File: src/rtl/rcv25_pkg.sv
// ---------------------------------------------------------------------------
// rcv25_pkg : shared types and constants for the 25 MHz receive read engine
// Revision  : 1.0
// ---------------------------------------------------------------------------
`default_nettype none

package rcv25_pkg;

  typedef enum logic [1:0] {
    IDLE  = 2'd0,
    RUN   = 2'd1,
    DRAIN = 2'd2
  } rd_state_e;

  localparam int SKID_DEPTH = 2;

endpackage

`default_nettype wire

File: src/rtl/rcv25_read_engine_if.sv
// ---------------------------------------------------------------------------
// rcv25_read_engine_if : FIFO read port plus valid/ready output stream
// Revision             : 1.0
// ---------------------------------------------------------------------------
`default_nettype none

interface rcv25_read_engine_if #(
  parameter int DW = 32
);
  logic          fifo_empty;
  logic          rd_25;
  logic [DW-1:0] fifo_rdata;
  logic          out_valid;
  logic          out_ready;
  logic [DW-1:0] rdata;

  modport master (
    input  fifo_empty, fifo_rdata, out_ready,
    output rd_25, out_valid, rdata
  );

  modport slave (
    output fifo_empty, fifo_rdata, out_ready,
    input  rd_25, out_valid, rdata
  );
endinterface

`default_nettype wire

File: src/rtl/rcv25_skid_buf.sv
// ---------------------------------------------------------------------------
// rcv25_skid_buf : two-entry in-order skid buffer; head is a plain register
// Revision       : 1.0
// ---------------------------------------------------------------------------
`default_nettype none

module rcv25_skid_buf
  import rcv25_pkg::*;
#(
  parameter int DW = 32
) (
  input  wire logic          clk,
  input  wire logic          reset_n,
  input  wire logic          push,
  input  wire logic [DW-1:0] push_data,
  input  wire logic          pop,
  output logic      [DW-1:0] head,
  output logic      [1:0]    occ
);

  logic [DW-1:0] tail;

  always_ff @(posedge clk or negedge reset_n) begin
    if (!reset_n) begin
      head <= '0;
      tail <= '0;
      occ  <= 2'd0;
    end else begin
      assert (!(push && !pop && occ == 2'(SKID_DEPTH)));
      assert (!(pop && occ == 2'd0));
      case ({push, pop})
        2'b10: begin
          if (occ == 2'd0) head <= push_data;
          else             tail <= push_data;
          occ <= occ + 2'd1;
        end
        2'b01: begin
          head <= tail;
          occ  <= occ - 2'd1;
        end
        2'b11: begin
          // occupancy unchanged: head advances, new word lands behind it
          if (occ == 2'd1) begin
            head <= push_data;
          end else begin
            head <= tail;
            tail <= push_data;
          end
        end
        default: ;
      endcase
    end
  end

endmodule

`default_nettype wire

File: src/rtl/rcv25_read_engine.sv
// ---------------------------------------------------------------------------
// rcv25_read_engine : credit-limited FIFO drain into a skid buffer with stats
// Revision          : 1.0
// ---------------------------------------------------------------------------
`default_nettype none

module rcv25_read_engine
  import rcv25_pkg::*;
#(
  parameter int DW    = 32,
  parameter int CNT_W = 16
) (
  input  wire logic             clk_rcv25,
  input  wire logic             reset_n,
  input  wire logic             enable,
  input  wire logic             clr_stats,
  output logic                  busy,
  output logic      [CNT_W-1:0] rd_count,
  output logic      [DW-1:0]    rd_chksum,
  rcv25_read_engine_if.master   bus
);

  rd_state_e  state;
  logic       inflight;
  logic [1:0] occ;
  logic       pop;
  logic [2:0] credit;

  assign pop    = bus.out_valid & bus.out_ready;
  // words already committed to the buffer once this cycle settles
  assign credit = {1'b0, occ} + {2'b00, inflight} - {2'b00, pop};

  assign bus.rd_25     = (state == RUN) && !bus.fifo_empty && (credit < 3'd2);
  assign bus.out_valid = (occ != 2'd0);

  always_ff @(posedge clk_rcv25 or negedge reset_n) begin
    if (!reset_n) inflight <= 1'b0;
    else          inflight <= bus.rd_25;
  end

  always_ff @(posedge clk_rcv25 or negedge reset_n) begin
    if (!reset_n) begin
      state <= IDLE;
      busy  <= 1'b0;
    end else begin
      case (state)
        IDLE: begin
          if (enable) begin
            state <= RUN;
            busy  <= 1'b1;
          end
        end
        RUN: begin
          if (!enable) state <= DRAIN;
        end
        DRAIN: begin
          if (enable) begin
            state <= RUN;
          end else if (!inflight && occ == 2'd0) begin
            state <= IDLE;
            busy  <= 1'b0;
          end
        end
        default: begin
          state <= IDLE;
          busy  <= 1'b0;
        end
      endcase
    end
  end

  always_ff @(posedge clk_rcv25 or negedge reset_n) begin
    if (!reset_n) begin
      rd_count  <= '0;
      rd_chksum <= '0;
    end else if (pop) begin
      // a clear coinciding with a pop still counts the popped word
      rd_count  <= clr_stats ? CNT_W'(1) : rd_count + CNT_W'(1);
      rd_chksum <= clr_stats ? bus.rdata : rd_chksum ^ bus.rdata;
    end else if (clr_stats) begin
      rd_count  <= '0;
      rd_chksum <= '0;
    end
  end

  rcv25_skid_buf #(
    .DW (DW)
  ) u_skid (
    .clk       (clk_rcv25),
    .reset_n   (reset_n),
    .push      (inflight),
    .push_data (bus.fifo_rdata),
    .pop       (pop),
    .head      (bus.rdata),
    .occ       (occ)
  );

endmodule

`default_nettype wire

File: src/flat_wrapper.sv
// flat-port wrapper written by rule: the top's interface ports become plain ports
module rcv25_read_engine_flat import rcv25_pkg::*;
#(
  parameter int DW    = 32,
  parameter int CNT_W = 16
)
  (clk_rcv25, reset_n, enable, clr_stats, busy, rd_count, rd_chksum, bus_fifo_empty, bus_fifo_rdata, bus_out_ready, bus_rd_25, bus_out_valid, bus_rdata);
  rcv25_read_engine_if #(.DW(DW)) bus_i ();
  input  wire logic clk_rcv25;
  input  wire logic reset_n;
  input  wire logic enable;
  input  wire logic clr_stats;
  output logic busy;
  output logic      [CNT_W-1:0] rd_count;
  output logic      [DW-1:0] rd_chksum;
  input wire logic [$bits(bus_i.fifo_empty)-1:0] bus_fifo_empty;
  input wire logic [$bits(bus_i.fifo_rdata)-1:0] bus_fifo_rdata;
  input wire logic [$bits(bus_i.out_ready)-1:0] bus_out_ready;
  output wire logic [$bits(bus_i.rd_25)-1:0] bus_rd_25;
  output wire logic [$bits(bus_i.out_valid)-1:0] bus_out_valid;
  output wire logic [$bits(bus_i.rdata)-1:0] bus_rdata;
  assign bus_i.fifo_empty = bus_fifo_empty;
  assign bus_i.fifo_rdata = bus_fifo_rdata;
  assign bus_i.out_ready = bus_out_ready;
  assign bus_rd_25 = bus_i.rd_25;
  assign bus_out_valid = bus_i.out_valid;
  assign bus_rdata = bus_i.rdata;
  rcv25_read_engine #(.DW(DW), .CNT_W(CNT_W)) u_core (.clk_rcv25(clk_rcv25), .reset_n(reset_n), .enable(enable), .clr_stats(clr_stats), .busy(busy), .rd_count(rd_count), .rd_chksum(rd_chksum), .bus(bus_i));
endmodule
File: config.mk
export PLATFORM = sky130hd
export DESIGN_NAME = rcv25_read_engine_flat
export DESIGN_NICKNAME = d
export VERILOG_FILES = /design/src/rtl/rcv25_pkg.sv /design/src/rtl/rcv25_read_engine_if.sv /design/src/rtl/rcv25_skid_buf.sv /design/src/rtl/rcv25_read_engine.sv /design/src/flat_wrapper.sv
export SDC_FILE = /design/constraint.sdc
export NUM_CORES = 1
export LEC_CHECK = 0
export CAP_MARGIN = 0
export CORE_UTILIZATION = 33
export CTS_CLUSTER_SIZE = 14
export DETAILED_ROUTE_END_ITERATION = 16
export GPL_ROUTABILITY_DRIVEN = 1
export HOLD_SLACK_MARGIN = 0.12
export PLACE_DENSITY = 0.58
export SLEW_MARGIN = 0
export SYNTH_ARGS = -nofsm -noshare
export SYNTH_HDL_FRONTEND = slang
export SYNTH_SLANG_ARGS = --single-unit
File: constraint.sdc
create_clock -name clk_rcv25 -period 5.5 [get_ports clk_rcv25]
set_input_delay 0.825 -clock clk_rcv25 [delete_from_list [all_inputs] [get_ports clk_rcv25]]
set_output_delay 0.825 -clock clk_rcv25 [all_outputs]
set_load 0.01 [all_outputs]
==> results of run 1 <==
## sequential cells by signal, summed over array words and instances (netlist names)
| signal | cells |
|---|---|
| u_core.rd_count | 16 |
| u_core.rd_chksum | 32 |
| u_core.inflight | 1 |
| u_core.u_skid.tail | 32 |
| u_core.u_skid.head | 32 |
| u_core.u_skid.occ | 2 |
| u_core.state | 2 |
| u_core.busy | 1 |
## placed cells by master (no fill, tap or decap), types with 3 or more instances in the layout
cell / instances
sky130_fd_sc_hd__o22ai_1: 32
sky130_fd_sc_hd__nand4_1: 7
sky130_fd_sc_hd__buf_4: 6
sky130_fd_sc_hd__xnor2_1: 3
sky130_fd_sc_hd__nor2_1: 13
sky130_fd_sc_hd__mux2i_1: 32
sky130_fd_sc_hd__mux2_1: 4
sky130_fd_sc_hd__nand3_1: 4
sky130_fd_sc_hd__dfrtp_1: 118
sky130_fd_sc_hd__o21a_1: 32
sky130_fd_sc_hd__clkinv_2: 5
sky130_fd_sc_hd__clkbuf_8: 3
sky130_fd_sc_hd__mux2_2: 28
sky130_fd_sc_hd__clkbuf_1: 3
sky130_fd_sc_hd__nand2b_1: 4
sky130_fd_sc_hd__o21ai_0: 30
sky130_fd_sc_hd__xor2_1: 13
sky130_fd_sc_hd__o21ai_1: 5
sky130_fd_sc_hd__ha_1: 5
sky130_fd_sc_hd__clkdlybuf4s50_1: 119
sky130_fd_sc_hd__inv_1: 5
sky130_fd_sc_hd__a21oi_1: 4
sky130_fd_sc_hd__nand2_1: 105
sky130_fd_sc_hd__clkbuf_16: 17
## area by class of cell
class / count / share of cell area (%)
Inverter: 6 / 0.3079
Timing Repair Buffer: 125 / 16.90
Tap cell: 216 / 3.694
Clock inverter: 9 / 1.368
Sequential cell: 118 / 40.36
Multi-Input combinational cell: 342 / 30.84
Clock buffer: 23 / 6.533
## worst min-delay path by stage
stage | slack (ps) | from | endpoint | cells past startpoint
4_1_cts | 490 | u_core.u_skid.tail[17] | u_core.u_skid.tail[17] | 1
3_5_place_dp | 480 | u_core.u_skid.tail[17] | u_core.u_skid.tail[17] | 1
3_3_place_gp | 470 | u_core.u_skid.tail[9] | u_core.u_skid.tail[9] | 1
6_report | 480 | u_core.u_skid.tail[17] | u_core.u_skid.tail[17] | 1
2_1_floorplan | 450 | u_core.state[0] | u_core.state[0] | 1
5_1_grt | 510 | u_core.u_skid.tail[29] | u_core.u_skid.tail[29] | 1
## cell usage after synthesis (all sizes together), types with 3 or more instances
cell type | n | share of area, %
ha | 5 | 1.2
dfrtp | 118 | 55
inv | 6 | 0.42
a21oi | 6 | 0.84
clkbuf | 12 | 0.84
o22ai | 32 | 3.7
nand2 | 105 | 7.3
xnor2 | 3 | 0.49
o21a | 32 | 4.5
nand4 | 7 | 0.81
nand2b | 4 | 0.46
mux2i | 32 | 5.9
nand3 | 5 | 0.70
mux2 | 32 | 6.7
xor2 | 13 | 2.1
buf | 20 | 2.4
o21ai | 35 | 3.3
nor2 | 13 | 0.91
## critical path: cells and delay by family
kind | cells | cell delay, ps
fa+ha+maj | 2 | 700
xor+xnor | 1 | 150
simple gates | 3 | 680
buf+inv | 3 | 1200
## layer usage
| metal | GRT usage [%] | routed length, um |
|---|---|---|
| met5 | 0 | 0 |
| met1 | 20.10 | 5814 |
| met2 | 25.92 | 5774 |
| met4 | 6.361 | 119 |
| met3 | 5.002 | 722 |
## stage by stage
| step | total power [mW] | area [sq um] | instances |
|---|---|---|---|
| floorplan | 2.266 | 5388 | 498 |
| global placement | 2.855 | 6738 | 807 |
| detailed placement | 2.909 | 6738 | 807 |
| CTS | 4.006 | 7316 | 839 |
| global route | 4.226 | 7316 | 839 |
| finish | 3.953 | 7316 | 839 |
## power groups by stage
stage	logic, mW	clock network (mW)	registers [mW]
final	1.43	1.08	1.44
after global routing	1.59	1.14	1.50
after CTS	1.46	1.10	1.45
after detailed placement	1.45	0	1.46
after global placement	1.41	0	1.44
after floorplan	0.770	0	1.50
## cells by family after synthesis
| logic type | count (synthesis) | share of synthesized area [%] |
|---|---|---|
| muxes | 64 | 12.63 |
| and+or+nand+nor | 146 | 11.82 |
| buffers and inverters | 38 | 3.646 |
| adders and majority gates | 6 | 1.533 |
| DFF | 118 | 54.81 |
| AOI/OAI and AO/OA | 110 | 12.96 |
| xor gates and xnor gates | 16 | 2.601 |
==> metrics.md, run 1 <==
| Metric | Value |
|---|---|
| Worst Setup EP | `bus_rd_25` |
| Pin count of the biggest net entering global routing | `75` |
| Die width | `129.8 um` |
| Place WS | `approximately 1100 ps` |
| Routed via count divided by cell count | `~4.8` |
| Register cell area after layout | `between 2000 and 3000 sq um` |
| Post-CTS clock slew at the launch and capture registers of the worst setup and hold paths | `about 50 ps` |
| Leakage power total | `~3.2 nW` |
| Number of warnings issued by yosys | `0` |
| Max Freq | `around 0.23 GHz` |
| Die ar. | `16840 sq um` |
| Type of origin of the critical path | `input port` |
| I/O pin count | `about 120` |
| Total wire length | `about 12000 um` |
| Synth-to-layout area growth | `35.79%` |
| Antenna cells | `0` |
| Cell chain of the critical path | `clkdlybuf4s50_1 > nor2b_4 > inv_1 > ha_1 > nand2b_1 > fa_1 > xor2_1 > nor4b_1 > clkdlybuf4s50_1` |
| P_int | `approximately 2.7 mW` |
| H-tree depth | `4` |
| Remaining design rule violation count | `0` |
| Most Frequent Cell on Critical Path | `sky130_fd_sc_hd__clkdlybuf4s50_1` |
| Number of input and output port buffers inserted | `between 100 and 150` |
| Final hold violations | `0` |
| Vias in the first global route | `a little over 4000` |
| Routability-driven placement congestion ratio | `0.7673` |
| Post-layout nets | `about 650` |
| 1st-pass router iterations | `5` |
| Skew final | `6.852 ps` |
| Stage delay of the slowest cell on the critical path | `approximately 600 ps` |
| Initial core utilization | `between 30% and 40%` |
| Final core utilization | `roughly 46%` |
| Worst-margin pin slew | `between 1000 and 1500 ps` |
| Floorplan row count | `between 40 and 50` |
| Post-synthesis average cell area | `about 11 sq um` |
| Setup Crit Path Kind | `in -> out` |
| Distinct cell type count after synthesis | `39` |
| Slowest-stage cell, CP | `sky130_fd_sc_hd__clkdlybuf4s50_1` |
| Part of the power in combinational logic | `~36%` |
| Total routing usage reported by global routing | `about 16%` |
| Post-synthesis async set-or-reset flop share | `100.0%` |
| Final worst path period need | `4393 ps` |
| Worst hold margin | `around 480 ps` |
| Final worst-path setup slack | `1107 ps` |
| Flip-flop and latch count after synthesis | `118` |
| Source of the critical timing path | `bus_out_ready` |
| Post-synth design cell area | `~5400 sq um` |
| Remaining Overflow, GRT | `0` |
| Share of post-route cells with drive strength above 1 | `between 10% and 20%` |
| Worst ir drop on vdd | `just under 0.2 mV` |
| Number of filler cells placed in the layout | `between 1500 and 2000` |
| Vertical die dimension | `between 100 and 150 um` |
| Most used flip-flop cell after synthesis | `sky130_fd_sc_hd__dfrtp_1` |
| Setup crit end kind | `output pin` |
| Worst skew pair latency | `between 400 and 500 ps` |
| Sequential-to-total area share from yosys stat | `a little over half` |
| Max clock buf depth | `2` |
| Sum of negative setup slack | `0 ps` |
| Maximum net fanout on the critical path | `4` |
| First DRT Iteration DRCs | `a little under 200` |
| Number of CTS-inserted buffers | `17` |
| Cell count after synthesis | `498` |
| Clock power frac | `27.2%` |
| Worst min path class | `reg -> reg` |
| Number of cells upsized or downsized after cts | `0` |
| Outcome | `complete, no violations` |
| TritonCTS clock tree | `done` |
| Final number of max-transition violations | `0` |
| Number of cells on the worst reg-to-reg path | `9` |
| Final setup vio count | `0` |
| Total via count in the routed design | `between 4000 and 5000` |
| Routed WL per cell | `approximately 15 um` |
| Worst R2R Setup Slack | `2980 ps` |
| Power Dens Cells | `540.3 nW/um^2` |
| Sw Share | `about a third` |
| Max-capacitance violation count | `0` |
| Data required time of the critical path | `4680 ps` |
| Core Area | `15890 sq um` |
| Number of nets produced by synthesis | `approximately 540` |
| Part of the power in registers | `a little over a third` |
| HPWL after DPL | `approximately 8000 um` |
| Beginning of the worst register-to-register path | `u_core.u_skid.occ[1]` |
| Number of enable-type register cells in the synthesized netlist | `0` |
| CP Data Arrival Time | `approximately 3600 ps` |
| Global-route wire length before repair | `between 20000 and 25000 um` |
| Total area of multi-input combinational cells | `~2300 sq um` |
| Net switching power | `1.287 mW` |
| Unrepaired setup endpoints after global routing | `no` |
| Portion of the clock cycle consumed by the worst path in the final layout | `between 70 and 80%` |
| Detail Route Antenna Nets | `0` |
| Antenna violations before repair | `0` |
| Clock sink count | `roughly 120` |
| Endpoint of the worst register-to-register path | `u_core.inflight` |
| Buffers inserted by post-CTS timing repair | `0` |
| Worst slew margin relative to its limit | `between 20% and 30%` |
| Clock root cell | `sky130_fd_sc_hd__clkbuf_16` |
| CTS Hold Buffers Added | `0` |
Note: power is estimated with default switching activity, not from simulation.
==> run 2, diff against run 1 <==
==> constraint.sdc (replaced) <==
create_clock -name clk_rcv25 -period 4.12 [get_ports clk_rcv25]
set_input_delay 0.618 -clock clk_rcv25 [delete_from_list [all_inputs] [get_ports clk_rcv25]]
set_output_delay 0.618 -clock clk_rcv25 [all_outputs]
set_load 0.01 [all_outputs]
==> run 2 against run 1 <==
Against the previous run:
- total power increased by 32%
- setup slack worse by 570 ps
- sequential power rose by 34%
- cell area shrank 0.12%
- via count up 0.74%
- first-iteration DRC count down 2.6%
- cell count rose by 0.24%
- global-route usage up 0.076 points
- hold slack worse by 210 ps
- critical path depth grew 1
- highest routed layer unchanged
==> metrics.md, run 2 (synthesis gave the netlist of run 1 again) <==
| Metric | Value |
|---|---|
| Endpoint of the worst register-to-register path | `u_core.inflight` |
| Routed via count divided by cell count | `4.850 (+0.50%)` |
| Vertical die dimension | `129.8 um (unchanged)` |
| Total routing usage reported by global routing | `16.14% (+0.076 points)` |
| Routed WL per cell | `15.24 um (+2.8%)` |
| Worst skew pair latency | `410 ps (about the same)` |
| Post-layout nets | `657 (+0.46%)` |
| I/O pin count | `121 (unchanged)` |
| First DRT Iteration DRCs | `188 (-2.6%)` |
| Setup crit end kind | `output pin` |
| Beginning of the worst register-to-register path | `u_core.u_skid.occ[1]` |
| Floorplan row count | `46 (unchanged)` |
| Slowest-stage cell, CP | `sky130_fd_sc_hd__dfrtp_1` |
| Antenna cells | `0 (unchanged)` |
| Sum of negative setup slack | `0 ps (unchanged)` |
| Die ar. | `16840 sq um (unchanged)` |
| Vias in the first global route | `4098 (-0.80%)` |
| 1st-pass router iterations | `4 (-1)` |
| TritonCTS clock tree | `done` |
| Max Freq | `around 0.28 GHz` |
| Worst slew margin relative to its limit | `28.86% (+4.7 points)` |
| Type of origin of the critical path | `flip-flop` |
| Number of CTS-inserted buffers | `17 (unchanged)` |
| Number of placed instances, taps included | `810 (+0.37%)` |
| Cell family with most CP delay | `adder cells` |
| Place WS | `87.03 ps (-998.4 ps)` |
| Post-CTS clock slew at the launch and capture registers of the worst setup and hold paths | `50 ps (about the same)` |
| Final core utilization | `46.00% (-0.055 points)` |
| Data required time of the critical path | `3500 ps (-1180 ps)` |
| Cell chain of the critical path | `inv_1 > ha_1 > nor2b_4 > inv_1 > ha_1 > nand2b_1 > fa_1 > xor2_1 > nor4b_2 > dlymetal6s2s_1` |
| Total via count in the routed design | `4079 (+0.74%)` |
| Die width | `129.8 um (unchanged)` |
| Worst-margin pin slew | `1067 ps (-69.79 ps)` |
| Unrepaired setup endpoints after global routing | `no` |
| Max clock buf depth | `2 (unchanged)` |
| Number of cells on the worst reg-to-reg path | `9 (unchanged)` |
| Buffering stage count on the worst path with inverters included | `3 (unchanged)` |
| Non-filler instance count after layout | `841 (+0.24%)` |
| Leakage power total | `3.214 nW (+0.50%)` |
| Final setup vio count | `0 (unchanged)` |
| Pin count of the biggest net entering global routing | `65 (-13%)` |
| Outcome | `complete, no violations` |
| Total wire length | `12810 um (+3.1%)` |
| Share of post-route cells with drive strength above 1 | `11.04% (-0.20 points)` |
| Largest registers | `u_core.rd_chksum (32), u_core.u_skid.head (32), u_core.u_skid.tail (32)` |
| Power Dens Cells | `712.8 nW/um^2 (+32%)` |
| Detail Route Antenna Nets | `0 (unchanged)` |
| Most used cells in the layout excluding fill and tap cells | `sky130_fd_sc_hd__clkdlybuf4s50_1, sky130_fd_sc_hd__dfrtp_1, sky130_fd_sc_hd__nand2_1` |
| Buffers inserted by post-CTS timing repair | `0 (unchanged)` |
| Setup Crit Path Kind | `reg -> out` |
| Worst min path class | `in -> async` |
| Remaining design rule violation count | `0 (unchanged)` |
| HPWL after DPL | `8189 um (+2.1%)` |
| Non-Filler Cell Area, Final | `7307 sq um (-0.12%)` |
| Number of input and output port buffers inserted | `120 (unchanged)` |
| Core Area | `15890 sq um (unchanged)` |
| Worst R2R Setup Slack | `1660 ps (-1320 ps)` |
| Post-placement cell area | `6760 sq um (+0.33%)` |
| Final worst-path setup slack | `534.5 ps (-572.2 ps)` |
| CP Data Arrival Time | `2970 ps (-600 ps)` |
| Clock sink count | `118 (unchanged)` |
| Clock root cell | `sky130_fd_sc_hd__clkbuf_16` |
| Antenna violations before repair | `0 (unchanged)` |
| H-tree depth | `4 (unchanged)` |
| Final worst path period need | `3586 ps` |
| Final number of max-transition violations | `0 (unchanged)` |
| Final hold violations | `0 (unchanged)` |
| Remaining Overflow, GRT | `0 (unchanged)` |
| Routability-driven placement congestion ratio | `0.7541 (-1.7%)` |
| Maximum net fanout on the critical path | `4 (unchanged)` |
| Synth-to-layout area growth | `35.62%` |
| Portion of the clock cycle consumed by the worst path in the final layout | `between 80% and 90%` |
| Skew final | `6.084 ps (-0.7675 ps)` |
| Max-capacitance violation count | `0 (unchanged)` |
| Global-route wire length before repair | `20600 um (-0.20%)` |
| Worst ir drop on vdd | `0.3218 mV (+62%)` |
| Stage delay of the slowest cell on the critical path | `420 ps (-180 ps)` |
| Initial core utilization | `33.92% (unchanged)` |
-- run 2: cell count changes in the layout (fill, tap and decap cells not counted) --
cell,previous run,this run
sky130_fd_sc_hd__clkbuf_1,3,7
sky130_fd_sc_hd__buf_4,6,9
sky130_fd_sc_hd__clkinv_2,5,3
sky130_fd_sc_hd__clkinvlp_4,2,0
sky130_fd_sc_hd__bufinv_16,2,1
sky130_fd_sc_hd__clkdlybuf4s50_1,119,118
sky130_fd_sc_hd__dlymetal6s2s_1,0,1
sky130_fd_sc_hd__nor4b_1,1,0
sky130_fd_sc_hd__nor4b_2,0,1
-- run 2: layout make-up --
cell class | count | area, sq um
well taps | 216 | 270.3
multi-input cells | 342 | 2262
flip-flops and latches | 118 | 2953
clock inverters | 4 | 45.04
clock buffers | 27 | 493.0
inverters | 6 | 22.52
fillers | 1481 | 8578
repair buffers | 128 | 1261
-- run 2: worst max path at each step --
stage,startpoint,endpoint,depth (start not counted)
2_1_floorplan,u_core.u_skid.occ[1],bus_rd_25,11
4_1_cts,u_core.u_skid.occ[1],bus_rd_25,10
6_report,u_core.u_skid.occ[1],bus_rd_25,10
3_5_place_dp,bus_out_ready,bus_rd_25,9
5_1_grt,u_core.u_skid.occ[1],bus_rd_25,10
3_3_place_gp,bus_out_ready,bus_rd_25,9
-- run 2: report_power, final --
part	total [mW]	switching [mW]	internal [mW]
Sequential	1.93	0.328	1.60
Combinational	1.93	0.896	1.03
Clock	1.35	0.484	0.870
-- run 2: per-stage QoR --
| step | power (mW) | hold slack [ps] |
|---|---|---|
| 6_report | 5.209 | 274.5 |
| 5_1_grt | 5.560 | 331.0 |
| 4_1_cts | 5.279 | 289.5 |
| 3_5_place_dp | 3.889 | 474.3 |
| 3_3_place_gp | 3.812 | 465.6 |
| 2_1_floorplan | 3.025 | 322.4 |
-- run 2: what timing repair did --
action | CTS | global route
gates resized for setup | 0 | 2
hold buffers | 0 | 0
setup endpoints to repair | 0 | 1
endpoints found under the hold margin | 0 | 0
-- run 2: per-layer routing --
layer	up-vias	track usage, %	wire length [um]
met2	108	26.08	6122
met5	-	0	0
met4	0	7.456	207
li1	1962	-	-
met3	20	4.961	825
met1	1989	19.79	5658
